File: src/rtl/booth_pkg.sv
// rtl/booth_pkg.sv - shared widths, limits and FSM state type for the Booth result accumulator
//
// Purpose: constants and types shared by booth_result_accum and booth_sat_add.
//   PROD_W   : signed product width of the 8x8 Booth multiplier
//   ACC_W    : accumulator / result width
//   MAX_LEN  : longest accumulation (products per result)
//   LEN_W    : width of the acc_len request field
//   state_t  : ST_ACC (collecting), ST_OUT (presenting)
//   norm_len : maps out-of-range acc_len values (0, >MAX_LEN) to MAX_LEN
package booth_pkg;

  localparam int PROD_W  = 16;
  localparam int ACC_W   = 18;
  localparam int MAX_LEN = 16;
  localparam int LEN_W   = 5;

  typedef enum logic {
    ST_ACC = 1'b0,
    ST_OUT = 1'b1
  } state_t;

  function automatic logic [LEN_W-1:0] norm_len(input logic [LEN_W-1:0] l);
    if (l == '0 || l > LEN_W'(MAX_LEN)) begin
      return LEN_W'(MAX_LEN);
    end
    return l;
  endfunction

endpackage

File: src/rtl/booth_sat_add.sv
// rtl/booth_sat_add.sv - W-bit signed adder with overflow flag and optional clamp
//
// Purpose: one accumulation step, sum = a + b in two's complement.
// Build option: BOOTH_ACC_SAT_EN defined -> on overflow the sum clamps to the
//   most positive / most negative W-bit value in the overflow direction;
//   undefined -> the sum wraps modulo 2^W. The ovf flag is the same in both builds.
// Ports:
//   a   in  W  current accumulator value
//   b   in  W  sign-extended addend
//   sum out W  next accumulator value
//   ovf out 1  this addition overflowed
module booth_sat_add
  import booth_pkg::*;
#(
  parameter int W = booth_pkg::ACC_W
) (
  input  logic [W-1:0] a,
  input  logic [W-1:0] b,
  output logic [W-1:0] sum,
  output logic         ovf
);

  logic [W-1:0] raw;

  assign raw = a + b;

  // Same-sign operands whose raw sum changes sign have left the W-bit range.
  assign ovf = (a[W-1] == b[W-1]) && (raw[W-1] != a[W-1]);

  always_comb begin
    sum = raw;
`ifdef BOOTH_ACC_SAT_EN
    // Both operands share a sign on overflow, so a's sign gives the direction.
    if (ovf) begin
      sum = a[W-1] ? {1'b1, {(W-1){1'b0}}} : {1'b0, {(W-1){1'b1}}};
    end
`else
`endif
  end

endmodule

File: src/rtl/booth_result_accum.sv
// rtl/booth_result_accum.sv - accumulates Booth multiplier products into signed results
//
// Purpose: sums acc_len signed products (or fewer when flushed) and presents
//   the total with a valid/ready handshake and a sticky overflow flag.
// Build option: BOOTH_ACC_SAT_EN (see booth_sat_add) selects saturating
//   instead of wrapping accumulation.
// Ports:
//   clk        in  1       clock, rising edge
//   rst        in  1       synchronous active-high reset
//   prod       in  PROD_W  signed product
//   prod_valid in  1       prod valid
//   prod_ready out 1       product accepted this cycle (collecting)
//   acc_len    in  5       products per result, 0 and >16 mean 16
//   flush      in  1       close a non-empty accumulation early
//   acc_out    out ACC_W   signed result
//   acc_valid  out 1       result presented
//   acc_ready  in  1       consumer takes the result
//   ovf        out 1       overflow occurred in the presented result
module booth_result_accum
  import booth_pkg::*;
#(
  parameter int ACC_W  = booth_pkg::ACC_W,
  parameter int PROD_W = booth_pkg::PROD_W
) (
  input  logic              clk,
  input  logic              rst,
  input  logic [PROD_W-1:0] prod,
  input  logic              prod_valid,
  output logic              prod_ready,
  input  logic [LEN_W-1:0]  acc_len,
  input  logic              flush,
  output logic [ACC_W-1:0]  acc_out,
  output logic              acc_valid,
  input  logic              acc_ready,
  output logic              ovf
);

  state_t state_q, state_d;

  logic [ACC_W-1:0] acc_q;
  logic [LEN_W-1:0] cnt_q;
  logic [LEN_W-1:0] len_q;
  logic             ovf_q;

  logic [ACC_W-1:0] prod_ext;
  logic [ACC_W-1:0] add_sum;
  logic             add_ovf;
  logic [LEN_W-1:0] cnt_inc;
  logic [LEN_W-1:0] eff_len;
  logic             accept;
  logic             consume;

  assign prod_ext = {{(ACC_W-PROD_W){prod[PROD_W-1]}}, prod};
  assign accept   = prod_valid && (state_q == ST_ACC);
  assign consume  = acc_ready && (state_q == ST_OUT);
  assign cnt_inc  = cnt_q + LEN_W'(1);

  // len_q is only loaded at the end of the cnt==0 cycle, so the first
  // acceptance must already compare against the freshly requested length.
  assign eff_len  = (cnt_q == '0) ? norm_len(acc_len) : len_q;

  booth_sat_add #(
    .W (ACC_W)
  ) u_add (
    .a   (acc_q),
    .b   (prod_ext),
    .sum (add_sum),
    .ovf (add_ovf)
  );

  always_ff @(posedge clk) begin
    if (rst) begin
      state_q <= ST_ACC;
    end else begin
      state_q <= state_d;
    end
  end

  always_comb begin
    state_d = state_q;
    case (state_q)
      ST_ACC: begin
        // A same-cycle flush still counts the product, leaving cnt > 0.
        if (accept && (cnt_inc == eff_len || flush)) begin
          state_d = ST_OUT;
        end else if (flush && cnt_q != '0) begin
          state_d = ST_OUT;
        end
      end
      ST_OUT: begin
        if (acc_ready) begin
          state_d = ST_ACC;
        end
      end
      default: state_d = ST_ACC;
    endcase
  end

  always_ff @(posedge clk) begin
    if (rst) begin
      acc_q <= '0;
      cnt_q <= '0;
      ovf_q <= 1'b0;
      len_q <= LEN_W'(MAX_LEN);
    end else begin
      if (state_q == ST_ACC && cnt_q == '0) begin
        len_q <= norm_len(acc_len);
      end
      if (consume) begin
        acc_q <= '0;
        cnt_q <= '0;
        ovf_q <= 1'b0;
      end else if (accept) begin
        acc_q <= add_sum;
        cnt_q <= cnt_inc;
        ovf_q <= ovf_q | add_ovf;
      end
    end
  end

  assign prod_ready = (state_q == ST_ACC);
  assign acc_valid  = (state_q == ST_OUT);
  assign acc_out    = acc_q;
  assign ovf        = ovf_q && (state_q == ST_OUT);

endmodule

File: config.mk
export PLATFORM = sky130hd
export DESIGN_NAME = booth_result_accum
export DESIGN_NICKNAME = d
export VERILOG_FILES = /design/src/rtl/booth_pkg.sv /design/src/rtl/booth_sat_add.sv /design/src/rtl/booth_result_accum.sv
export SDC_FILE = /design/constraint.sdc
export NUM_CORES = 1
export LEC_CHECK = 0
export BUFFER_PORTS_ARGS = -buffer_cell sky130_fd_sc_hd__buf_2
export CORE_ASPECT_RATIO = 0.7
export CORE_MARGIN = 5
export CORE_UTILIZATION = 31
export CTS_CLUSTER_DIAMETER = 50
export CTS_CLUSTER_SIZE = 30
export DETAILED_ROUTE_END_ITERATION = 16
export PLACE_DENSITY = 0.61
export SKIP_CTS_REPAIR_TIMING = 1
export SYNTH_ARGS = -nofsm -noshare
export SYNTH_HDL_FRONTEND = slang
export SYNTH_SLANG_ARGS = --single-unit
File: constraint.sdc
create_clock -name clk -period 4 [get_ports clk]
set_input_delay 0.8 -clock clk [delete_from_list [all_inputs] [get_ports clk]]
set_output_delay 0.8 -clock clk [all_outputs]
set_load 0.02 [all_outputs]
==> summary.txt <==
Synth area leaders = dfxtp_1 (27%), ha_1 (11%), a21oi_1 (7.5%)
Worst-skew pair later-pin latency = 0.28 ns
Clock tree buffer depth = 2
CP Class = input port to flip-flop
Global-route wire length before repair = 10.0 mm
Final cycle utilization of the critical path = 0.769
Port bufs = 46
Syn Nets = 327
DR WL/cell = 14.2 um
Fin. Hold Viols = 0
Pins over their slew limit = 0
Ys Warns = 0
Num rows = 25
Pwr Density = 417 nW/um^2
Max-Cap Viols = 0
Mapped Cells = 280
Worst hold path class = flip-flop to flip-flop
Ant diodes = 0
Worst setup SP type = input port
Vias in the first global route = 2052
Worst R2R Setup Slack = 1.08 ns
GR peak layer = met2
WHS Path Cells = 2
Period minus WS final = 3.08 ns
Initial antenna violation count = 0
H-tree depth = 2
Top-area cell type share of the netlist area = 0.274
Post-synthesis cell type count = 43
Area Growth Syn to Fin = 18.0%
Top post-synthesis cells by count = nand2_1 (37), a21oi_1 (33), dfxtp_1 (30), ha_1 (20), o21ai_0 (19)
Worst hold path startpoint = ovf_q
Vias post-DR = 2161
M3 GR Usage = 0.0339
GR Layer Usage met2 = 0.198
CTS sink cnt = 30
Critical path required time = 4.21 ns
Num CTS Buffers = 5
Final ANT Viol Nets = 0
WP data arrival = 3.28 ns
Drc violations = 0
Max Fanout on Critical Path = 4
FF-to-FF End = acc_valid
Main flop type after synthesis = dfxtp_1
TritonCTS clock tree = yes
DRT Pass-1 Iters = 4
Ys async rst share = 0
Worst Tran Pin Value = 0.830 ns
Routed WL = 5.88 mm
RSZ-0062 raised after global routing = no
Total grt overflow = 0
Skew final = 0.00829 ns
Rel. slew slack = 0.446
Mapped Area = 2190 um^2
Largest net degree at the start of global routing = 21
Seq/Total Area, Yosys = 0.274
Leakage = 1.15 nW
Vias/cell = 5.23
Fmax = 325 MHz
Clock Root Buffer = clkbuf_8
Crit. End Element = flip-flop
DR iter-0 viols = 108
Hold Path Sink = ovf_q
GRT Overall Usage = 0.137
Die ar. = 8890 um^2
CTS clk-pin slew, worst paths = 0.07 ns
Nets = 365
Post-synth top area cell = dfxtp_1
Initial core utilization = 0.322
Yosys reg bits = 30
M1 GR Usage = 0.197
Status = finished, final reports clean
Total chip power = 0.00108 W
EDFF count, synth = 0
Setup TNS = 0 ns
I/O Pins = 47
Core Box Area = 6820 um^2
Avg Cell Area, Syn = 7.84 um^2
HPWL after DPL = 4.40 mm
Die width = 111 um
Share of cells above drive strength 1 = 0.191
Worst r2r src = cnt_q[0]
Die span in y = 80.4 um
Endpoints failing setup = 0
Routability congestion estimate = 0.813
Worst VDD drop = 0.195 mV
Most instantiated library cell after synthesis = nand2_1
Depth of the most critical reg-to-reg path = 9
-- worst max-delay path: stages --
cell,delay (ns)
buf_2,0.10
or4_1,0.51
ha_1,0.32
nor2b_1,0.24
mux2i_4,0.12
o211a_1,0.22
o31a_1,0.29
or4_1,0.50
a31oi_1,0.17
-- how the worst max path moves through the flow --
stage,from,end,slack [ns],depth (start not counted)
after CTS,acc_len[3],acc_valid,0.93,9
after detailed placement,acc_len[3],acc_valid,0.63,9
final,acc_len[3],acc_valid,0.92,9
after floorplan,acc_len[3],acc_valid,0.87,8
after global routing,prod[0],acc_out[16],0.81,10
after global placement,acc_len[3],acc_valid,0.71,9
-- per-stage QoR --
step | std cells | instance area [um^2] | util | setup WS (ns) | hold slack, ns
finish | 413 | 2590 | 0.380 | 0.923 | 0.455
global route | 413 | 2590 | 0.380 | 0.807 | 0.493
detailed placement | 405 | 2480 | 0.363 | 0.634 | 0.450
CTS | 413 | 2590 | 0.380 | 0.933 | 0.467
floorplan | 280 | 2190 | - | 0.870 | 0.417
global placement | 405 | 2480 | 0.363 | 0.714 | 0.440
-- cells by family after synthesis --
group,Yosys count,synth area share
simple gates,95,0.211
compound gates,87,0.244
flops,30,0.274
xor+xnor,19,0.0758
fa+ha+maj,21,0.123
buf+inv,24,0.0479
mux,4,0.0245
-- layout by cell type, fill, tap and decap left out, types with 8 or more instances in the layout --
cell type | Yosys | layout
nor2_1 | 15 | 15
buf_2 | 0 | 46
xor2_1 | 11 | 11
nand4_1 | 8 | 8
nand3_1 | 9 | 9
xnor2_1 | 8 | 8
ha_1 | 20 | 20
a21oi_1 | 33 | 33
nand2_1 | 37 | 37
dfxtp_1 | 30 | 30
o21ai_0 | 19 | 19
clkbuf_8 | 0 | 8
-- sequential cells by signal, indices dropped and copies added, names as in the netlist --
signal,count
acc_valid,1
cnt_q,5
ovf_q,1
len_q,5
acc_out,18
-- final cells by class --
class	count	area [um^2]
tap	94	118
clock buffer	8	110
inverter	7	26.3
multi-input combinational	226	1490
timing repair buffer	48	245
fill	726	4230
sequential	30	601
-- per-layer routing --
metal	vias up	wire, um
met5	-	0
met4	0	74
met3	7	278
met2	61	2360
met1	1003	3160
li1	1090	-
-- power breakdown --
group / total, W / internal [W] / switching (W)
Clock: 0.000297 / 0.000174 / 0.000123
Combinational: 0.000416 / 0.000167 / 0.000249
Sequential: 0.000366 / 0.000333 / 0.0000331
Power figures use the tool's default switching activity.
